**src/rtl/active_pixel_loader.sv**
```systemverilog
// Purpose : serializes packed pixel-enable words into 1-bit writes of the back bank of a ping-pong bitmap; swaps banks on line sync.
// Latency : first write one cycle after a word is accepted; line_loaded_o LINE_PIXELS+1 cycles after the first accept (continuous valid).
// Backpressure: s_ready_o high in LOAD and on the last bit of a non-final word; low while shifting and while a full line waits for sync.
//
// Ports:
//   clk_i, rstn_i          clock, async active-low reset
//   s_data_i/s_valid_i/s_ready_o   pixel word stream, bit 0 = lowest address
//   line_sync_i            scan-side start-of-line pulse
//   clr_underrun_i         clears the sticky underrun flag
//   waddr_o/wdata_o/wen_o  1-bit bank write port
//   mem_selector_o         1 = bank 1 written / bank 0 read, 0 = reverse
//   line_loaded_o          back bank holds a complete line awaiting swap
//   underrun_o             sticky: sync arrived before the line was complete
module active_pixel_loader #(
  parameter int ADDR_W      = 9,
  parameter int LINE_PIXELS = 512,
  parameter int WORD_W      = 32
) (
  input  logic              clk_i,
  input  logic              rstn_i,
  input  logic [WORD_W-1:0] s_data_i,
  input  logic              s_valid_i,
  output logic              s_ready_o,
  input  logic              line_sync_i,
  input  logic              clr_underrun_i,
  output logic [ADDR_W-1:0] waddr_o,
  output logic              wdata_o,
  output logic              wen_o,
  output logic              mem_selector_o,
  output logic              line_loaded_o,
  output logic              underrun_o
);

  localparam int CNT_W = $clog2(WORD_W) + 1;
  localparam logic [ADDR_W-1:0] LAST_PIX = ADDR_W'(LINE_PIXELS - 1);
  localparam logic [CNT_W-1:0]  CNT_FULL = CNT_W'(WORD_W);
  localparam logic [CNT_W-1:0]  CNT_ONE  = CNT_W'(1);

  typedef enum logic [1:0] {
    LOAD  = 2'd0,
    SHIFT = 2'd1,
    FULL  = 2'd2
  } state_t;

  state_t            state, state_nxt;
  logic [WORD_W-1:0] shreg, shreg_nxt;
  logic [CNT_W-1:0]  bit_cnt, bit_cnt_nxt;
  logic [ADDR_W-1:0] pix_cnt, pix_cnt_nxt;
  logic              sel_q, sel_nxt;
  logic              underrun_q, underrun_set;
  logic              wen_q, loaded_q;
  logic              last_bit, line_end;

  // LINE_PIXELS is a multiple of WORD_W, so the final pixel of a line is
  // always the final bit of a word.
  assign last_bit = (bit_cnt == CNT_ONE);
  assign line_end = last_bit && (pix_cnt == LAST_PIX);

  always_ff @(posedge clk_i or negedge rstn_i) begin
    if (!rstn_i) state <= LOAD;
    else         state <= state_nxt;
  end

  always_comb begin
    state_nxt    = state;
    shreg_nxt    = shreg;
    bit_cnt_nxt  = bit_cnt;
    pix_cnt_nxt  = pix_cnt;
    sel_nxt      = sel_q;
    underrun_set = 1'b0;
    s_ready_o    = 1'b0;
    case (state)
      LOAD: begin
        s_ready_o = 1'b1;
        if (s_valid_i) begin
          shreg_nxt   = s_data_i;
          bit_cnt_nxt = CNT_FULL;
          state_nxt   = SHIFT;
        end
        // Line incomplete: scan side keeps re-reading the old bank.
        if (line_sync_i) underrun_set = 1'b1;
      end
      SHIFT: begin
        shreg_nxt   = shreg >> 1;
        bit_cnt_nxt = bit_cnt - CNT_ONE;
        pix_cnt_nxt = pix_cnt + ADDR_W'(1);
        if (line_end) begin
          pix_cnt_nxt = '0;
          // A sync landing on the final write swaps immediately: that write
          // still commits to the current back bank, and FULL is skipped.
          if (line_sync_i) begin
            sel_nxt   = ~sel_q;
            state_nxt = LOAD;
          end else begin
            state_nxt = FULL;
          end
        end else begin
          if (line_sync_i) underrun_set = 1'b1;
          if (last_bit) begin
            // Accept the next word on the same edge so writes stay gapless.
            s_ready_o = 1'b1;
            if (s_valid_i) begin
              shreg_nxt   = s_data_i;
              bit_cnt_nxt = CNT_FULL;
            end else begin
              state_nxt = LOAD;
            end
          end
        end
      end
      FULL: begin
        if (line_sync_i) begin
          sel_nxt     = ~sel_q;
          pix_cnt_nxt = '0;
          state_nxt   = LOAD;
        end
      end
      default: state_nxt = LOAD;
    endcase
  end

  always_ff @(posedge clk_i or negedge rstn_i) begin
    if (!rstn_i) begin
      shreg      <= '0;
      bit_cnt    <= '0;
      pix_cnt    <= '0;
      sel_q      <= 1'b0;
      underrun_q <= 1'b0;
      wen_q      <= 1'b0;
      loaded_q   <= 1'b0;
    end else begin
      shreg      <= shreg_nxt;
      bit_cnt    <= bit_cnt_nxt;
      pix_cnt    <= pix_cnt_nxt;
      sel_q      <= sel_nxt;
      // Set has priority over clear.
      underrun_q <= underrun_set | (underrun_q & ~clr_underrun_i);
      wen_q      <= (state_nxt == SHIFT);
      loaded_q   <= (state_nxt == FULL);
    end
  end

  // In SHIFT, pix_cnt is the address of the bit currently at shreg[0].
  assign waddr_o        = pix_cnt;
  assign wdata_o        = shreg[0];
  assign wen_o          = wen_q;
  assign mem_selector_o = sel_q;
  assign line_loaded_o  = loaded_q;
  assign underrun_o     = underrun_q;

endmodule

```
**config.mk**
```make
export PLATFORM = sky130hd
export DESIGN_NAME = active_pixel_loader
export DESIGN_NICKNAME = d
export VERILOG_FILES = /design/src/rtl/active_pixel_loader.sv
export SDC_FILE = /design/constraint.sdc
export NUM_CORES = 1
export LEC_CHECK = 0
export ABC_AREA = 1
export CAP_MARGIN = 15
export CORE_AREA = 4 4 134 72
export CTS_BUF_LIST = sky130_fd_sc_hd__clkbuf_4 sky130_fd_sc_hd__clkbuf_8
export DETAILED_ROUTE_END_ITERATION = 10
export DIE_AREA = 0 0 138 76
export PLACE_DENSITY = 0.61
export REMOVE_ABC_BUFFERS = 1
export SYNTH_ARGS = -nofsm -noshare
export SYNTH_HDL_FRONTEND = slang
export SYNTH_SLANG_ARGS = --single-unit
```
**constraint.sdc**
```tcl
create_clock -name clk_i -period 2.8 [get_ports clk_i]
set_clock_uncertainty 0.15 [all_clocks]
set_input_delay 0.7 -clock clk_i [delete_from_list [all_inputs] [get_ports clk_i]]
set_output_delay 0.7 -clock clk_i [all_outputs]
set_load 0.01 [all_outputs]
```
* Word-level counts from Yosys, hierarchy flattened
Index checks and enable logic that the tools add are counted.
** Cells by class
- Reduce and logical (&&, ||, !) cells :: 7
- Mux-type cells :: 29
- Bitwise operators :: 4
- Eq/ne operators :: 9
- Add/subtract/negate cells :: 2
** Operators by type and width (count)
- 32-bit 2-to-1 mux :: 4
- 32-bit one-hot mux with 2 select lines :: 1
- 6-bit 2-to-1 mux :: 4
- 9-bit 2-to-1 mux :: 2
- 9-bit one-hot mux with 2 select lines :: 1
- 2-bit 2-to-1 mux :: 6
- 6-bit one-hot mux with 2 select lines :: 1
- 9-bit by 1-bit adder with 9-bit output (second input constant) :: 1
- 9-bit equality test (second input constant) :: 1
- 6-bit by 1-bit equality test with 1-bit output (second input constant) :: 1
- 1-bit 2-to-1 mux :: 6
- 2-bit inequality test (second input constant) :: 3
- 1-bit one-hot mux with 2 select lines :: 3
- 2-bit one-hot mux with 3 select lines :: 1
- 2-bit AND reduction :: 3
- 6-bit by 1-bit subtractor with 6-bit output (second input constant) :: 1
- 2-bit by 1-bit equality test with 1-bit output (second input constant) :: 2
- 2-bit equality test (second input constant) :: 2
- 2-bit nonzero test :: 2
- 2-bit zero test :: 1
- 1-bit NOT :: 2
- 1-bit AND :: 1
- 1-bit logical AND :: 1
- 1-bit OR :: 1
** Storage, ports and cells
- Output and inout port bits :: 15
- Bits of input ports :: 37
- Bits in registers :: 53
- Logic and storage cells :: 59

* Logic depth before layout (Yosys ltp)
Gate-level depths: netlist of run 1.
- Word-level depth :: 5
- Depth in mapped cells :: 13
- Mapped depth without buffers :: 13

* Worst setup path after synthesis of run 1
Ideal clock, no wire load.
- Path kind :: register -> output
- From :: register pix_cnt[0], in the netlist waddr_o[0]
- To :: output s_ready_o
- Arrival time :: 1.516 ns
- Setup slack :: 0.434 ns
- Cell stages (with the launch flop) :: 8
- Buffers on the path :: 0
- Path through :: dfrtp_1 -> ha_1 -> nand2_1 -> nor2_1 -> nand4_1 -> nor2_1 -> ha_1 -> o31ai_1
** On the way
- Word-level cells in the longest chain between the ends :: 4
** Ends and longest elaborated chain
- start, declared :: RTL line 48 : logic [ADDR_W-1:0] pix_cnt, pix_cnt_nxt;
- start signal, assigned :: RTL line 134 : pix_cnt <= pix_cnt_nxt;
- 9-bit equality test :: RTL line 57 : assign line_end = last_bit && (pix_cnt == LAST_PIX);
- 1-bit logical AND :: RTL line 57
- 1-bit 2-to-1 mux :: RTL line 87 : if (line_end) begin
- 1-bit one-hot mux with 2 select lines :: RTL line 72 : case (state)
- end, declared :: RTL line 23 : output logic s_ready_o,
Every way passes these cells.

* Worst setup path after layout of run 1
Same ends and word-level chain as after synthesis.

==> results of run 1 <==
==> cell usage in the layout, fill, tap and decap left out <==
cell type and instances:
nand4_1 5, buf_4 10, dfrtp_1 53, nor2_2 3, a21oi_1 3, buf_2 2, nor3_1 1, clkinv_2 1
nor2_4 1, xor2_1 4, nand4_2 1, inv_1 86, o31ai_1 1, clkdlybuf4s50_1 49, nand2_1 125, nand3_1 75
o22ai_1 5, o21ai_2 1, o21ai_1 1, ha_1 4, o21ai_0 7, clkbuf_8 5, inv_2 3, nand2_2 2
nor2_1 12
==> metrics by stage <==
step / util [%] / cell area [µm²] / setup TNS (ns) / total power, mW / hold WS [ns]
floorplan: - / 2830 / 0 / 2.45 / 0.254
global placement: 42.0 / 3550 / 0 / 3.01 / 0.312
detailed placement: 42.0 / 3550 / -0.00983 / 3.06 / 0.315
CTS: 42.8 / 3620 / 0 / 3.48 / 0.339
global route: 42.8 / 3620 / 0 / 3.80 / 0.358
finish: 42.8 / 3620 / 0 / 3.45 / 0.335
==> repair_timing <==
item,4_1_cts,5_1_grt
hold endpoints to repair,0,0
endpoints found under the setup margin,1,1
cloned,0,0
pin swaps,0,1
gates resized for setup,5,1
==> final timing paths <==
path                                   startpoint                      to  slack [ns]
setup reg to reg           waddr_o[0]$_DFFE_PN0P_   shreg[19]$_DFFE_PN0P_        0.34
hold reg to reg             shreg[24]$_DFFE_PN0P_   shreg[24]$_DFFE_PN0P_        0.34
max in group asynchronous                  rstn_i   shreg[23]$_DFFE_PN0P_        1.66
min in group clk_i          shreg[24]$_DFFE_PN0P_   shreg[24]$_DFFE_PN0P_        0.34
hold / removal                             rstn_i  waddr_o[8]$_DFFE_PN0P_        0.34
setup / recovery           waddr_o[0]$_DFFE_PN0P_               s_ready_o        0.12
==> layout make-up <==
class | count | area, µm²
clock buffer | 5 | 68.8
clock inverter | 1 | 5.00
fill | 885 | 4840
inverter | 89 | 334
multi-input combinational | 251 | 1170
sequential | 53 | 1330
tap | 117 | 146
timing repair buffer | 61 | 576
==> logic make-up after synthesis <==
family,Yosys count
compound gates,18
xor+xnor,4
fa+ha+maj,4
buf+inv,104
flops,53
simple gates,225
==> critical path, cell delays in order (launching register included) <==
cell and delay (ns):
dfrtp_1 0.40, ha_1 0.22, nand2_1 0.11, nor2_2 0.06, nand4_1 0.10, nor2_1 0.06
ha_1 0.21, o31ai_1 0.19, buf_2 0.17
==> registers in the layout, indices dropped and copies added (netlist names) <==
name / flops
waddr_o: 9
mem_selector_o: 1
wen_o: 1
bit_cnt: 6
underrun_o: 1
shreg: 32
line_loaded_o: 1
state: 2
==> power by group through the flow <==
stage	clock [mW]	sequential [mW]	combinational (mW)
global route	0.459	1.42	1.91
detailed placement	0	1.38	1.68
global placement	0	1.36	1.65
floorplan	0	1.38	1.07
CTS	0.426	1.37	1.69
finish	0.415	1.37	1.67
==> Yosys cell counts (all sizes together) <==
library cell,number
nor3,1
xor2,4
o31ai,1
inv,89
nand2,127
nor2,16
nand3,75
o21ai,9
buf,14
nand4,6
clkbuf,1
dfrtp,53
a21oi,3
o22ai,5
ha,4
==> metal layers <==
metal | part of all wire (%) | vias to the layer above
li1 | - | 1348
met2 | 40 | 74
met4 | 0.94 | 0
met3 | 5.4 | 7
met1 | 53 | 1134
met5 | 0 | -
==> run metrics, run 1 <==
dominant cell type by area after synthesis=dfrtp_1; Leak=1.98 nW; Synth Area in Adders=1.72%; Clock Sinks=53; # rows=24; Clock Tree Root=clkbuf_8; Power Dens Cells=952 nW/µm²; clock latency on the worst-skew pair=0.31 ns; post-synthesis mux area share=0%; GRT Util Overall=13.5%; DRC=0; antenna-violating nets left=0; pin count of the biggest net entering global routing=54; Max Transition Viols Final=0; Data required, critical path=1.95 ns; Die W=138 µm; CP Capture Type=output pin; post-synthesis xor/xnor area fraction=1.20%; H-tree depth=2; Final Wtd Congestion=0.876; final count of negative-setup-slack endpoints=0; area delta synth->final=24.7%; maximum vdd drop=0.000247 V; critical path data arrival time=1.83 ns; via/cell ratio=4.44; Worst setup SP type=register; total gr overflow=0; status=completed; clock share of power=12.0%; drt pass-1 iters=4; Die ar.=10500 µm²; total core area=8470 µm²; met3 usage=2.95%; synthesized instance count=408; top cells by area, synth=dfrtp_1 46%, nand2_1 16%, nand3_1 13%; Top Ports=52; drt initial violations=256; fin nets=502; Comb power frac=48.3%; global-route wire length before repair=11.8 mm; Rel. slew slack=53.5%; initial antenna violation count=0; Die Y=76 µm; Pint=2.02 mW; Yosys top cell area share=45.6%; met2 Resource Use GR=18.5%; Hold-fix buffers, CTS=0; CTS Buf Count=5; layout cells sized above 1=6.30%; Cell Area, Synth=2910 µm²; unrepaired setup endpoints after global routing=false; Synth Area in Compound Gates=3.53%; Yosys cell types=23; MaxCap Viol Count=0; P_sw=1.43 mW; n_diodes=0; routed length per instance=12.2 µm; number of global-route vias before repair=2402; Yosys reg bits=53; # port buffers=51; # Post-CTS Setup Buffers=0; GRT busiest layer=met1; worst slack at placement=-0.00983 ns; DP Cell Count=571; Ys Warns=0; final hold violation count=0; post-DP HPWL=4.94 mm; via count=2563; drt total wl=7.01 mm; starting density of the core=34.3%; CP max FO=3; Max Fclk=373 MHz; Worst Reg-to-Reg Cells=13; Switching Fraction=41.3%; Seq pwr share=39.6%; Longest Clk Path Bufs=2; worst hold path class=in2async; syn_area_per_cell=7.13 µm²; post-layout min period=2.68 ns; Layout Cells excl Fill=577; largest family of logic cells by synthesized area=simple AND/OR/NAND/NOR gates; WS Path Type=reg2out; sequential area share after synthesis=45.6%; Worst-Margin Slew=0.697 ns; met1 GRT Util=21.2%; simple-gate area share of the yosys netlist=33.6%; final worst path period share=95.7%; post-route setup slack=0.120 ns; Reg clk slew, reported paths=0.10 ns; CTS tree=done
No activity file was read; power rests on OpenSTA's default activity.
==> run 2, diff against run 1 <==
SKIP_CTS_REPAIR_TIMING = 1   (was default)
==> run 2 against run 1 <==
Sequential share of layout area is the same. Die area is the same. Hold slack lost 0.00075 ns. Final cell count is the same. Via count grew 1.3%. Combinational power is essentially flat. Sequential power is essentially flat. Clock power shrank 1%. Largest cell class unchanged.
==> run metrics, run 2 (synthesis results as in run 1) <==
Leak=1.98 nW (unchanged); Layout Cells excl Fill=577 (unchanged); H-tree depth=2 (unchanged); Data required, critical path=1.95 ns (about the same); fin nets=502 (unchanged); via count=2597 (+1.3%); commonest cells after routing, fill and taps aside=125 x nand2_1, 86 x inv_1, 75 x nand3_1; CTS tree=done; total power=3.44 mW (-0.21%); DRC=0 (unchanged); antenna-violating nets left=0 (unchanged); Clock Sinks=53 (unchanged); CP Capture Type=output pin; post-layout min period=2.67 ns (-0.00807 ns); commonest non-fill, non-tap cell in the layout=nand2_1; final instance area=3620 µm² (unchanged); Setup crit start=waddr_o[0]$_DFFE_PN0P_; clock latency on the worst-skew pair=0.30 ns (about the same); Layout fillers=885 (unchanged); number of global-route vias before repair=2398 (-0.17%); layout cells sized above 1=6.30% (unchanged); worst hold path class=reg2reg; maximum vdd drop=0.000245 V (-0.66%); WS Path Type=reg2out; drt pass-1 iters=4 (unchanged); CTS Buf Count=5 (unchanged); RR Startpoint=waddr_o[0]$_DFFE_PN0P_; Die ar.=10500 µm² (unchanged); final count of negative-setup-slack endpoints=0 (unchanged); status=completed; Hold Crit Start=shreg[30]$_DFFE_PN0P_; final worst path period share=95.4% (-0.29 points); routed length per instance=12.1 µm (-0.27%); Worst-Margin Slew=0.680 ns (-0.0168 ns); # rows=24 (unchanged); Top Ports=52 (unchanged); final hold violation count=0 (unchanged); # port buffers=51 (unchanged); Die W=138 µm (unchanged); Longest Clk Path Bufs=2 (unchanged); Final Core Density=42.8% (unchanged); global-route wire length before repair=11.8 mm (unchanged); total core area=8470 µm² (unchanged); Placed Area=3550 µm² (unchanged); Biggest register=shreg; drt total wl=6.99 mm (-0.27%); Final Wtd Congestion=0.876 (unchanged); DP Cell Count=571 (unchanged); pin count of the biggest net entering global routing=54 (unchanged); Power Dens Cells=950 nW/µm² (-0.21%); post-DP HPWL=4.94 mm (unchanged); Die Y=76 µm (unchanged); drt initial violations=300 (+17%); Clock Tree Root=clkbuf_8; via/cell ratio=4.50 (+1.3%); CP max FO=3 (unchanged); MaxCap Viol Count=0 (unchanged); Rel. slew slack=54.6% (+1.1 points); total gr overflow=0 (unchanged); starting density of the core=34.3% (unchanged); unrepaired setup endpoints after global routing=false; initial antenna violation count=0 (unchanged); area delta synth->final=24.7% (unchanged); critical path data arrival time=1.82 ns (about the same); Reg clk slew, reported paths=0.10 ns (about the same); max reg flops=32 (unchanged); Max Transition Viols Final=0 (unchanged); n_diodes=0 (unchanged); Max Fclk=374 MHz (+0.30%); GRT Util Overall=13.5% (about the same); Worst setup SP type=register
run 2: layout make-up:
type | count | area, µm² | area share, %
Multi-Input combinational cell | 251 | 1170 | 32.2
Sequential cell | 53 | 1330 | 36.6
Timing Repair Buffer | 61 | 576 | 15.9
Inverter | 89 | 334 | 9.22
Clock buffer | 5 | 68.8 | 1.90
Clock inverter | 1 | 5.00 | 0.138
Tap cell | 117 | 146 | 4.04
run 2: power by group:
group | switching [mW] | leakage [nW] | internal [mW]
logic | 0.940 | 1.31 | 0.727
registers | 0.236 | 0.630 | 1.13
clock network | 0.243 | 0.0399 | 0.166
total | 1.42 | 1.98 | 2.02
run 2: critical path: stages (launching register included):
cell and delay [ns]:
dfrtp_1 0.40, ha_1 0.22, nand2_1 0.11, nor2_2 0.06, nand4_1 0.10, nor2_1 0.06, ha_1 0.21, o31ai_1 0.19
buf_2 0.17
run 2: through the flow:
step / hold WS, ns / setup TNS [ns] / setup slack [ns]
floorplan: 0.254 / 0 / 0.0101
global placement: 0.312 / 0 / 0.101
detailed placement: 0.315 / -0.00983 / -0.00983
CTS: 0.339 / -0.362 / -0.362
global route: 0.358 / 0 / 0.0110
finish: 0.334 / 0 / 0.128
run 2: final timing paths:
check                                               to  slack, ns  depth (start not counted)
worst min-delay path             shreg[30]$_DFFE_PN0P_       0.33                          2
worst min register to register   shreg[30]$_DFFE_PN0P_       0.33                          2
min in group asynchronous       waddr_o[8]$_DFFE_PN0P_       0.36                          2
max in group asynchronous        shreg[23]$_DFFE_PN0P_       1.68                          2
worst max register to register   shreg[19]$_DFFE_PN0P_       0.33                         13
worst max-delay path                         s_ready_o       0.13                          8
run 2: layer usage:
layer | global-route usage (%) | part of all wire [%]
met1 | 21.2 | 54
met2 | 18.4 | 41
met3 | 2.95 | 5.2
met4 | 3.25 | 0.57
met5 | 0 | 0
